$ cat src/rtl/pd_pkg.sv
// Shared USB-PD definitions for the GoodCRC transmitter: FSM states,
// header field codes, CRC-32 constants and the header builder.
package pd_pkg;

    typedef enum logic [2:0] {
        IDLE,
        LATCH,
        SEND_HDR0,
        SEND_HDR1,
        SEND_CRC,
        DONE,
        DISCARD
    } goodcrc_state_t;

    localparam logic [4:0] MSG_TYPE_GOODCRC = 5'b00001;

    localparam logic [1:0] SOP_TYPE_SOP     = 2'd0;
    localparam logic [1:0] SOP_TYPE_SOP_P   = 2'd1;
    localparam logic [1:0] SOP_TYPE_SOP_PP  = 2'd2;
    localparam logic [1:0] SOP_TYPE_ILLEGAL = 2'd3;

    function automatic logic [31:0] reflect32(input logic [31:0] v);
        logic [31:0] r;
        r = '0;
        for (int unsigned i = 0; i < 32; i++) begin
            r[i] = v[31 - i];
        end
        return r;
    endfunction

    localparam logic [31:0] CRC32_POLY      = 32'h04C11DB7;
    localparam logic [31:0] CRC32_POLY_REFL = reflect32(CRC32_POLY);
    localparam logic [31:0] CRC32_INIT      = '1;

    // Role bits are only meaningful on SOP; cable plugs (SOP'/SOP'') carry 0.
    function automatic logic [15:0] goodcrc_header(
        input logic [2:0] msg_id,
        input logic [1:0] sop,
        input logic [1:0] rev,
        input logic       prole,
        input logic       drole
    );
        logic sop_hdr;
        sop_hdr = (sop == SOP_TYPE_SOP);
        return {1'b0, 3'b000, msg_id, prole & sop_hdr, rev, drole & sop_hdr,
                MSG_TYPE_GOODCRC};
    endfunction

endpackage

$ cat src/rtl/goodcrc_tx_if.sv
// Byte-stream link between the GoodCRC transmitter and the PHY.
interface goodcrc_tx_if;
    logic       phy_bus_busy;
    logic       phy_tx_ready;
    logic [7:0] phy_tx_data;
    logic       phy_tx_valid;
    logic       phy_tx_eop;
    logic       phy_tx_abort;

    modport master (
        input  phy_bus_busy, phy_tx_ready,
        output phy_tx_data, phy_tx_valid, phy_tx_eop, phy_tx_abort
    );

    modport slave (
        output phy_bus_busy, phy_tx_ready,
        input  phy_tx_data, phy_tx_valid, phy_tx_eop, phy_tx_abort
    );
endinterface

$ cat src/rtl/goodcrc_tx_crc32_byte_update.sv
// One-byte step of reflected CRC-32 (LSB of the byte first).
module crc32_byte_update
    import pd_pkg::*;
(
    input  logic [31:0] crc_in,
    input  logic [7:0]  byte_in,
    output logic [31:0] crc_out
);

    // Shift the eight message bits through the reflected LFSR.
    always_comb begin
        logic [31:0] c;
        c = crc_in;
        for (int unsigned i = 0; i < 8; i++) begin
            if (c[0] ^ byte_in[i]) begin
                c = (c >> 1) ^ CRC32_POLY_REFL;
            end else begin
                c = c >> 1;
            end
        end
        crc_out = c;
    end

endmodule

$ cat src/rtl/goodcrc_tx.sv
// GoodCRC transmitter: on a request edge builds the 2-byte GoodCRC header,
// streams header + CRC-32 to the PHY, and reports completion or discard.
module goodcrc_tx
    import pd_pkg::*;
#(
    parameter int unsigned TIMEOUT_CYCLES = 64
) (
    input  logic              clk,
    input  logic              reset,
    input  logic              Send_GoodCRC_message_to_PHY,
    input  logic [2:0]        rx_msg_id,
    input  logic [1:0]        sop_type,
    input  logic [1:0]        spec_rev,
    input  logic              power_role,
    input  logic              data_role,
    goodcrc_tx_if.master      phy,
    output logic              GoodCRC_Transmission_complete,
    output logic              GoodCRC_Message_discarded_bus_Idle
);

    localparam logic [7:0] TIMEOUT_LIM = 8'(TIMEOUT_CYCLES);

    goodcrc_state_t state, state_n;
    logic        req_q;
    logic        rise;
    logic [15:0] hdr;
    logic [31:0] crc;
    logic [31:0] crc_next;
    logic [31:0] crc_fin;
    logic [7:0]  crc_byte_in;
    logic [1:0]  byte_idx;
    logic [7:0]  stall_cnt;
    logic        hs;
    logic        timeout_hit;
    logic [7:0]  tx_data;
    logic        tx_valid;
    logic        tx_eop;
    logic        tx_abort;

    assign rise        = Send_GoodCRC_message_to_PHY & ~req_q;
    assign crc_fin     = ~crc;
    assign crc_byte_in = (state == SEND_HDR1) ? hdr[15:8] : hdr[7:0];
    assign timeout_hit = (stall_cnt + 8'd1) >= TIMEOUT_LIM;

    crc32_byte_update u_crc (
        .crc_in  (crc),
        .byte_in (crc_byte_in),
        .crc_out (crc_next)
    );

    // State register.
    always_ff @(posedge clk) begin
        if (reset) begin
            state <= IDLE;
        end else begin
            state <= state_n;
        end
    end

    // Next-state and output decode; a finished final byte wins over busy.
    always_comb begin
        state_n  = state;
        hs       = 1'b0;
        tx_data  = 8'h00;
        tx_valid = 1'b0;
        tx_eop   = 1'b0;
        tx_abort = 1'b0;
        GoodCRC_Transmission_complete      = 1'b0;
        GoodCRC_Message_discarded_bus_Idle = 1'b0;
        case (state)
            IDLE: begin
                if (rise) state_n = LATCH;
            end
            LATCH: begin
                if (sop_type == SOP_TYPE_ILLEGAL || phy.phy_bus_busy) state_n = DISCARD;
                else                                                  state_n = SEND_HDR0;
            end
            SEND_HDR0, SEND_HDR1: begin
                tx_valid = 1'b1;
                tx_data  = (state == SEND_HDR0) ? hdr[7:0] : hdr[15:8];
                hs       = phy.phy_tx_ready;
                if (phy.phy_bus_busy) state_n = DISCARD;
                else if (hs)          state_n = (state == SEND_HDR0) ? SEND_HDR1 : SEND_CRC;
                else if (timeout_hit) state_n = DISCARD;
            end
            SEND_CRC: begin
                tx_valid = 1'b1;
                tx_data  = crc_fin[{byte_idx, 3'b000} +: 8];
                tx_eop   = (byte_idx == 2'd3);
                hs       = phy.phy_tx_ready;
                if (hs && byte_idx == 2'd3) state_n = DONE;
                else if (phy.phy_bus_busy)  state_n = DISCARD;
                else if (!hs && timeout_hit) state_n = DISCARD;
            end
            DONE: begin
                GoodCRC_Transmission_complete = 1'b1;
                state_n = IDLE;
            end
            DISCARD: begin
                tx_abort = 1'b1;
                GoodCRC_Message_discarded_bus_Idle = 1'b1;
                state_n = IDLE;
            end
            default: state_n = IDLE;
        endcase
    end

    // Edge detect, header/CRC capture, byte index and stall counter.
    always_ff @(posedge clk) begin
        if (reset) begin
            req_q     <= 1'b0;
            hdr       <= '0;
            crc       <= CRC32_INIT;
            byte_idx  <= '0;
            stall_cnt <= '0;
        end else begin
            req_q <= Send_GoodCRC_message_to_PHY;
            case (state)
                LATCH: begin
                    hdr       <= goodcrc_header(rx_msg_id, sop_type, spec_rev,
                                                power_role, data_role);
                    crc       <= CRC32_INIT;
                    byte_idx  <= '0;
                    stall_cnt <= '0;
                end
                SEND_HDR0, SEND_HDR1, SEND_CRC: begin
                    if (hs) begin
                        stall_cnt <= '0;
                        if (state == SEND_CRC) byte_idx <= byte_idx + 2'd1;
                        else                   crc      <= crc_next;
                    end else begin
                        stall_cnt <= stall_cnt + 8'd1;
                    end
                end
                default: ;
            endcase
        end
    end

    assign phy.phy_tx_data  = tx_data;
    assign phy.phy_tx_valid = tx_valid;
    assign phy.phy_tx_eop   = tx_eop;
    assign phy.phy_tx_abort = tx_abort;

endmodule

$ cat src/flat_wrapper.sv
// flat-port wrapper written by rule: the top's interface ports become plain ports
module goodcrc_tx_flat import pd_pkg::*;
#(
    parameter int unsigned TIMEOUT_CYCLES = 64
)
  (clk, reset, Send_GoodCRC_message_to_PHY, rx_msg_id, sop_type, spec_rev, power_role, data_role, GoodCRC_Transmission_complete, GoodCRC_Message_discarded_bus_Idle, phy_phy_bus_busy, phy_phy_tx_ready, phy_phy_tx_data, phy_phy_tx_valid, phy_phy_tx_eop, phy_phy_tx_abort);
  goodcrc_tx_if phy_i ();
  input  logic clk;
  input  logic reset;
  input  logic Send_GoodCRC_message_to_PHY;
  input  logic [2:0] rx_msg_id;
  input  logic [1:0] sop_type;
  input  logic [1:0] spec_rev;
  input  logic power_role;
  input  logic data_role;
  output logic GoodCRC_Transmission_complete;
  output logic GoodCRC_Message_discarded_bus_Idle;
  input wire logic [$bits(phy_i.phy_bus_busy)-1:0] phy_phy_bus_busy;
  input wire logic [$bits(phy_i.phy_tx_ready)-1:0] phy_phy_tx_ready;
  output wire logic [$bits(phy_i.phy_tx_data)-1:0] phy_phy_tx_data;
  output wire logic [$bits(phy_i.phy_tx_valid)-1:0] phy_phy_tx_valid;
  output wire logic [$bits(phy_i.phy_tx_eop)-1:0] phy_phy_tx_eop;
  output wire logic [$bits(phy_i.phy_tx_abort)-1:0] phy_phy_tx_abort;
  assign phy_i.phy_bus_busy = phy_phy_bus_busy;
  assign phy_i.phy_tx_ready = phy_phy_tx_ready;
  assign phy_phy_tx_data = phy_i.phy_tx_data;
  assign phy_phy_tx_valid = phy_i.phy_tx_valid;
  assign phy_phy_tx_eop = phy_i.phy_tx_eop;
  assign phy_phy_tx_abort = phy_i.phy_tx_abort;
  goodcrc_tx #(.TIMEOUT_CYCLES(TIMEOUT_CYCLES)) u_core (.clk(clk), .reset(reset), .Send_GoodCRC_message_to_PHY(Send_GoodCRC_message_to_PHY), .rx_msg_id(rx_msg_id), .sop_type(sop_type), .spec_rev(spec_rev), .power_role(power_role), .data_role(data_role), .phy(phy_i), .GoodCRC_Transmission_complete(GoodCRC_Transmission_complete), .GoodCRC_Message_discarded_bus_Idle(GoodCRC_Message_discarded_bus_Idle));
endmodule
$ cat config.mk
export PLATFORM = sky130hd
export DESIGN_NAME = goodcrc_tx_flat
export DESIGN_NICKNAME = d
export VERILOG_FILES = /design/src/rtl/pd_pkg.sv /design/src/rtl/goodcrc_tx_if.sv /design/src/rtl/goodcrc_tx_crc32_byte_update.sv /design/src/rtl/goodcrc_tx.sv /design/src/flat_wrapper.sv
export SDC_FILE = /design/constraint.sdc
export NUM_CORES = 1
export LEC_CHECK = 0
export ABC_AREA = 1
export BUFFER_PORTS_ARGS = -buffer_cell sky130_fd_sc_hd__buf_4
export CAP_MARGIN = 10
export CORE_ASPECT_RATIO = 0.9
export CORE_MARGIN = 2
export CORE_UTILIZATION = 65
export DETAILED_ROUTE_END_ITERATION = 8
export PLACE_DENSITY = 0.83
export SKIP_LAST_GASP = 1
export SYNTH_ARGS = -nofsm -noshare
export SYNTH_HDL_FRONTEND = slang
export SYNTH_SLANG_ARGS = --single-unit
$ cat constraint.sdc
create_clock -name clk -period 3.8 [get_ports clk]
set_input_delay 0.19 -clock clk [delete_from_list [all_inputs] [get_ports clk]]
set_output_delay 0.19 -clock clk [all_outputs]
set_load 0.03 [all_outputs]
Yosys cells after proc, flatten, opt, wreduce, memory -nomap -nowiden
Index checks and enable logic that the tools add are counted.
{"block": "word_totals", "inputBits": 14, "reg_bits": 54, "word_cells": 91, "output_inout_bits": 13}
{"block": "classes", "magnitude_cmp": 1, "bitwise_logic": 21, "n_eq_ne": 14, "n_reduce_logical": 12, "addsub": 2, "shift": 1, "mux": 34}
{"op": "$mux W32", "count": 10}
{"op": "$not A13 Y14", "count": 8}
{"op": "$pmux W32 S2", "count": 1}
{"op": "$not A32 Y32", "count": 1}
{"op": "$pmux W8 S2", "count": 2}
{"op": "$shiftx A32 B6 Y8", "count": 1}
{"op": "$mux W3", "count": 9}
{"op": "$mux W8", "count": 3}
{"op": "$pmux W3 S4", "count": 1}
{"op": "$eq A3 B3 Y1 const B", "count": 3}
{"op": "$reduce_and A3 Y1", "count": 3}
{"op": "$add A8 B1 Y8 const B", "count": 1}
{"op": "$ge A8 B7 Y1 const B", "count": 1}
{"op": "$xor A1 B1 Y1", "count": 8}
{"op": "$eq A3 B2 Y1 const B", "count": 2}
{"op": "$ne A2 B1 Y1 const B", "count": 3}
{"op": "$mux W1", "count": 5}
{"op": "$eq A2 B2 Y1 const B", "count": 2}
{"op": "$mux W2", "count": 2}
{"op": "$ne A4 B2 Y1 const B", "count": 1}
{"op": "$ne A4 B3 Y1 const B", "count": 1}
{"op": "$pmux W2 S2", "count": 1}
{"op": "$and A1 B1 Y1", "count": 3}
{"op": "$eq A3 B1 Y1 const B", "count": 1}
{"op": "11 further kinds", "count": 12}

Longest topological paths before layout
Gate-level depths: netlist of run 1.
{"block": "logic_depth", "ltp_word": 21, "ltp_mapped": 17}

By module
Synthesis of run 1 repeated with hierarchy kept, for this count alone.
{"block": "unflattened", "hier_cells": 572, "hier_area_um2": 4225.3}
{"module": "goodcrc_tx", "area_per_inst_um2": 2991.6, "cells_per_inst": 377, "seq_area_each_um2": 1081.0, "n_inst": 1}
{"module": "crc32_byte_update", "area_per_inst_um2": 1233.7, "cells_per_inst": 195, "seq_area_each_um2": 0.0, "n_inst": 1}

Least setup slack after synthesis of run 1
No wires, ideal clock.
{"block": "synth_timing", "path_kind": "register to output", "start": "reg u_core.state[0]", "end": "out phy_phy_tx_data[5]", "arrival_time_ns": 1.670, "n_path_buf": 2, "path_stages_with_launch": 6, "setup_slack_ns": 1.940, "path_cell_list": "dfxtp_1 buf_2 nor2_1 nand2_1 clkbuf_1 o32ai_1"}
{"block": "synth_via", "elab_chain_len": 3}
{"item": "start: declaration", "line_no": "goodcrc_tx.sv:23", "text": "goodcrc_state_t state, state_n;"}
{"item": "start signal: assignment", "line_no": "goodcrc_tx.sv:56", "text": "state <= state_n;"}
{"item": "$eq A3 B2 Y1 (on tied branches)", "line_no": "goodcrc_tx.sv:70, goodcrc_tx.sv:80"}
{"item": "$mux W8 or $reduce_or A2 Y1 (tied branches)", "line_no": "goodcrc_tx.sv:80, goodcrc_tx.sv:70"}
{"item": "$pmux W8 S2 (*)", "line_no": "goodcrc_tx.sv:70", "text": "case (state)"}
{"item": "end: declaration", "line_no": "flat_wrapper.sv:20", "text": "output wire logic [$bits(phy_i.phy_tx_data)-1:0] phy_phy_tx_data;"}
Every way passes the cells marked *; elsewhere a longest branch is shown, timed or not.

Final worst setup path of run 1
{"block": "layout_timing", "start": "reg u_core.state[0]", "end": "reg u_core.crc[5]"}
{"block": "layout_via", "elab_chain_len": 14}
{"item": "$eq A3 B2 Y1", "line_no": "goodcrc_tx.sv:42, goodcrc_tx.sv:70, goodcrc_tx.sv:118"}
{"item": "$mux W8", "line_no": "goodcrc_tx.sv:42", "text": "assign crc_byte_in = (state == SEND_HDR1) ? hdr[15:8] : hdr[7:0];"}
{"item": "$xor A1 B1 Y1", "line_no": "goodcrc_tx_crc32_byte_update.sv:15", "text": "if (c[0] ^ byte_in[i]) begin"}
{"item": "$mux W32 (6 in a row)", "line_no": "goodcrc_tx_crc32_byte_update.sv:15"}
{"item": "$xor A1 B1 Y1", "line_no": "goodcrc_tx_crc32_byte_update.sv:15"}
{"item": "$mux W32", "line_no": "goodcrc_tx_crc32_byte_update.sv:15"}
{"item": "$mux W32", "line_no": "goodcrc_tx.sv:129", "text": "if (state == SEND_CRC) byte_idx <= byte_idx + 2'd1;"}
{"item": "$mux W32", "line_no": "goodcrc_tx.sv:127", "text": "if (hs) begin"}
{"item": "$pmux W32 S2", "line_no": "goodcrc_tx.sv:118", "text": "case (state)"}
{"item": "end signal: assignment", "line_no": "goodcrc_tx.sv:130", "text": "else crc <= crc_next;"}
{"item": "end: declaration", "line_no": "goodcrc_tx.sv:27", "text": "logic [31:0] crc;"}
Parallel ways exist; a longest one is shown, timed or not. The select of a mux whose other input is x is not followed.
A chain may end at the register's enable or synchronous reset.

==> flow_summary.toml, run 1 <==
[status]
status = "finished clean"

[synthesis]
avgSynthCellArea_um2 = 6.24
ys_types = 43
synth_top_cell_area_share_pct = 28.1
synth_seq_area_share_pct = 28.1
netlist_area_um2 = 3840
ys_ff_latch = 54
yosys_warnings = 0
synth_most_common_cell = "nand2_1"
synth_commonest_cells = "nand2_1 (176), inv_1 (70), dfxtp_1 (54), o21ai_0 (53), nand3_1 (50)"
syn_nets = 632
synth_ff_type = "dfxtp_1"
synth_top_area_cell = "dfxtp_1"
synth_edf_count = 0
async_flop_share_pct = 0
synth.area.top_cells = "dfxtp_1 (28%), nand2_1 (17%), o21ai_0 (6.9%), inv_1 (6.8%), nand3_1 (6.5%)"
syn-instance-count = 616

[final_layout]
nNetsFinal = 644
drive_gt1_share_pct = 11.1
n_fill_cell = 472
area_growth_pct = 7.88
antennaDiodeCount = 0

[worst_setup_path]
arrival_ps = 3060
cp.required_ps = 4070
path_class = "reg2reg"
timing.rr.end = "u_core.crc[5]$_SDFFE_PP1P_"
startpoint = "u_core.state[0]$_SDFFE_PP0P_"
reg2reg_depth = 9
start_kind = "flip-flop"
path_max_fanout = 51
critPathCapture = "u_core.crc[5]$_SDFFE_PP1P_"
cp-end-kind = "flip-flop"
reg2reg_from = "u_core.state[0]$_SDFFE_PP0P_"
reg2reg_slack_ps = 1010

[placement]
port_buffers = 26
detailed_place_hpwl_mm = 7.55
place_congestion = 0.987
dp_slack_ps = 1080

[timing]
skew_ps = 9.13
timing.hold.ws_ps = 93.2
tns_ps = 0
max_freq_mhz = 358
maxSlewViolCount = 0
rsz0062_at_grt = "false"
slew_headroom_pct = 50.5
finalCritPeriodShare_pct = 73.5
setup_slack_ps = 1010
setup_violations = 0
min_period_ps = 2790
final_hold_viol_count = 0
tightest_slew_ps = 741

[clock_network]
cts_resized = 0
numCtsBuffers = 5
clock-root-buffer = "clkbuf_8"
clk_pin_slew_ps = 100
htreeDepth = 2
clockBufferDepth = 2
cts_setup_buffers = 0
clock_latency_ps = 330
tritoncts = "done"
cts.sinks = 54
postCtsHoldBufs = 0

[grt]
overflow = 0
grt_pass1_vias = 3694
grt_pass1_wl_mm = 17.6
track_usage_pct = 33.7
antenna_found_initial = 0
grt_max_degree = 52

[detailed_routing]
num_vias = 4165
vias_per_cell = 5.96
drt_pass1_iterations = 5
wl_per_cell_um = 15.3
finalWirelength_mm = 10.7
initialDrtViolationCount = 490
drtAntennaViolNets = 0
drc = 0

[floorplan]
start_util_pct = 67.5
rows = 26
dieArea_um2 = 6550
io_pins = 27
chipHeight_um = 77.0
core_um2 = 5690
die_w_um = 85.1

[hold_path]
holdCritPathClass = "in2reg"
hold_depth = 3

[run]
max_cap_viol_count = 0
flip-flops by register name (all words and copies together) (netlist names):
signal / count
u_core.byte_idx: 2
u_core.state: 3
u_core.crc: 32
u_core.stall_cnt: 8
u_core.hdr: 8
u_core.req_q: 1
per-stage QoR:
stage / instances / cell area [um2] / utilization, %
after floorplan: 616 / 3840 / -
after global placement: 691 / 4040 / 70.9
after detailed placement: 691 / 4040 / 70.9
after CTS: 699 / 4150 / 72.9
after global routing: 699 / 4150 / 72.9
final: 699 / 4150 / 72.9
worst min-delay path by stage:
stage / from / end / slack, ps
after floorplan: reset / u_core.hdr[5]$_SDFFE_PP0P_ / 270
after CTS: rx_msg_id[0] / u_core.hdr[9]$_SDFFE_PP0P_ / 100
after global routing: spec_rev[0] / u_core.hdr[6]$_SDFFE_PP0P_ / 110
after detailed placement: rx_msg_id[0] / u_core.hdr[9]$_SDFFE_PP0P_ / 420
after global placement: rx_msg_id[0] / u_core.hdr[9]$_SDFFE_PP0P_ / 410
final: rx_msg_id[0] / u_core.hdr[9]$_SDFFE_PP0P_ / 90
routing by layer:
| layer | routed length [um] | track usage, % | part of all wire (%) |
|---|---|---|---|
| met1 | 4690 | 46.8 | 44 |
| met2 | 4720 | 52.0 | 44 |
| met3 | 1010 | 6.46 | 9.5 |
| met4 | 280 | 11.7 | 2.6 |
| met5 | 20 | 0 | 0.19 |
cell families after synthesis:
family | synth area share, %
and+or+nand+nor | 35.9
AOI/OAI and AO/OA | 18.9
buffers and inverters | 10.1
DFF | 28.1
xor gates and xnor gates | 6.31
adders and majority gates | 0.651
area by class of cell:
cell class	count	area [um2]	share of cell area [%]
Sequential cell	54	1080	26.1
Tap cell	70	87.6	2.11
Timing Repair Buffer	28	210	5.07
Clock buffer	6	72.6	1.75
Multi-Input combinational cell	464	2370	57.3
Clock inverter	2	37.5	0.905
Inverter	75	284	6.85
critical path, cell delays in order, from the launching register on:
cell,delay (ps)
dfxtp_1,550
inv_1,100
nor2_1,460
inv_1,350
nand2_1,130
buf_4,410
inv_1,340
a21oi_1,210
o21ai_0,100
nand3_1,70
placed cells by master (no fill, tap or decap), types with 2 or more instances in the layout:
| cell | count |
|---|---|
| nand2_4 | 3 |
| buf_4 | 28 |
| o21ai_0 | 53 |
| nor3_1 | 3 |
| xor2_1 | 21 |
| a221oi_1 | 3 |
| a31oi_1 | 3 |
| nand3b_1 | 2 |
| nor2_1 | 47 |
| nand4_1 | 2 |
| xnor2_1 | 3 |
| or2_2 | 2 |
| dfxtp_1 | 54 |
| nand2_2 | 13 |
| nand2_1 | 176 |
| nand3_2 | 3 |
| a211oi_1 | 8 |
| xor2_2 | 2 |
| nand3_1 | 50 |
| nor2_4 | 4 |
| o21ai_1 | 4 |
| o31ai_1 | 5 |
| inv_1 | 70 |
| a21oi_1 | 30 |
| o21bai_1 | 2 |
| inv_2 | 4 |
| clkbuf_8 | 5 |
| nor2_2 | 2 |
| or2_1 | 3 |
| ha_1 | 2 |
| o211ai_1 | 10 |
Power of run 1 is left out: the tool's default activity adds up to more than one toggle a clock period on the data nets, which glitch-free logic cannot reach.
==> inputs of run 2 (changes only) <==
- CORE_UTILIZATION: 65 -> 55
- PLACE_DENSITY: 0.83 -> 0.75
- clock period: 3.8 -> 2.5 ns (I/O delays scaled with it)
==> flow_summary.toml, run 2 (synthesized netlist as in run 1, its figures left out) <==
[hold_path]
holdCritPathClass = "in2reg"

[grt]
grt_pass1_vias = 3726
antenna_found_initial = 0
grt_max_degree = 51
overflow = 0
grt_pass1_wl_mm = 18.6
track_usage_pct = 30.3

[worst_setup_path]
path_class = "reg2reg"
arrival_ps = 2390
cp.required_ps = 2710
start_kind = "flip-flop"
cp-end-kind = "flip-flop"
slowest_stage = "dfxtp_1"
crit_chain = "nand2_2, nor2_4, nand2_1, nand3_1, nand2_1, nand2_1, nand2_1, nand2_1, nand2_2, nor2_2, nand3_1, nand3_1, nand2_1"
path_max_fanout = 9
crit_top_cell = "nand2_1"
max_stage_delay_ps = 550
reg2reg_slack_ps = 320

[timing]
tightest_slew_ps = 668
skew_ps = 11.6
setup_violations = 0
tns_ps = 0
min_period_ps = 2180
max_freq_mhz = 459
maxSlewViolCount = 0
finalCritPeriodShare_pct = 87.1
final_hold_viol_count = 0
rsz0062_at_grt = "false"
slew_headroom_pct = 55.4

[detailed_routing]
vias_per_cell = 5.57
initialDrtViolationCount = 317
wl_per_cell_um = 15.3
num_vias = 4053
drc = 0
drtAntennaViolNets = 0
drt_pass1_iterations = 5
finalWirelength_mm = 11.1

[placement]
port_buffers = 26
place_congestion = 1.01
dp.cells = 719
placed_area_um2 = 4120
detailed_place_hpwl_mm = 8.27

[clock_network]
cts.sinks = 54
clk_pin_slew_ps = 110
numCtsBuffers = 5
cts_resized = 0
tritoncts = "done"
htreeDepth = 2
postCtsHoldBufs = 0
cts_setup_buffers = 0
clockBufferDepth = 2
clock-root-buffer = "clkbuf_8"
clock_latency_ps = 320

[final_layout]
top_register = "u_core.crc"
fin_cells = 727
stdcell_area_um2 = 4220
drive_gt1_share_pct = 12.4
top_regs = "u_core.crc: 32 flops, u_core.hdr: 8 flops, u_core.stall_cnt: 8 flops"
layout_commonest_cell = "nand2_1"
largest_reg_flops = 32
nNetsFinal = 652
final_cell_mix = "nand2_1 (176), inv_1 (70), dfxtp_1 (54), o21ai_0 (53), nand3_1 (50)"
area_growth_pct = 9.66
antennaDiodeCount = 0

[floorplan]
io_pins = 27
chipHeight_um = 83.3
die_w_um = 92.1
core_um2 = 6660
dieArea_um2 = 7680
start_util_pct = 57.8
rows = 28

[status]
status = "finished clean"

[run]
max_cap_viol_count = 0
-- run 2: cell count changes in the layout (fill, tap and decap cells not counted), sizes merged --
cell and change:
bufinv -1, clkinv +1, clkbuf -1, buf +8, inv +1
-- run 2: through the flow --
| step | util [%] | worst slack [ps] | hold WS, ps |
|---|---|---|---|
| global route | 63.3 | 78.2 | 37.1 |
| finish | 63.3 | 321 | 20.4 |
| detailed placement | 61.9 | 378 | 351 |
| CTS | 63.3 | 344 | 20.1 |
| global placement | 61.9 | 400 | 345 |
| floorplan | - | 705 | 203 |
-- run 2: layer usage --
layer,GRT usage [%],up-vias,part of all wire [%]
met3,4.99,17,8.0
met1,44.3,1830,47
met2,46.2,161,44
met4,7.73,0,1.7
met5,0,-,0
li1,-,2045,-
-- run 2: worst paths after layout --
path | to | cells after the start | from
hold / removal | u_core.hdr[6]$_SDFFE_PP0P_ | 3 | spec_rev[0]
setup reg to reg | u_core.crc[20]$_SDFFE_PP1P_ | 13 | u_core.state[0]$_SDFFE_PP0P_
hold reg to reg | u_core.hdr[10]$_SDFFE_PP0P_ | 2 | u_core.hdr[10]$_SDFFE_PP0P_
setup / recovery | u_core.crc[20]$_SDFFE_PP1P_ | 13 | u_core.state[0]$_SDFFE_PP0P_
-- run 2: cell type report --
class                   instances  area, um2
flip-flops and latches         54       1080
clock buffers                   5       68.8
repair buffers                 36        270
fillers                       649       2440
clock inverters                 3       25.0
multi-input cells             464       2370
well taps                      90        113
inverters                      75        284
-- run 2: critical path, delay by kind of cell (launching register included) --
family	cells	cell delay (ps)
simple gates	13	1530
flops	1	550
Power of run 2 is left out for the same reason.
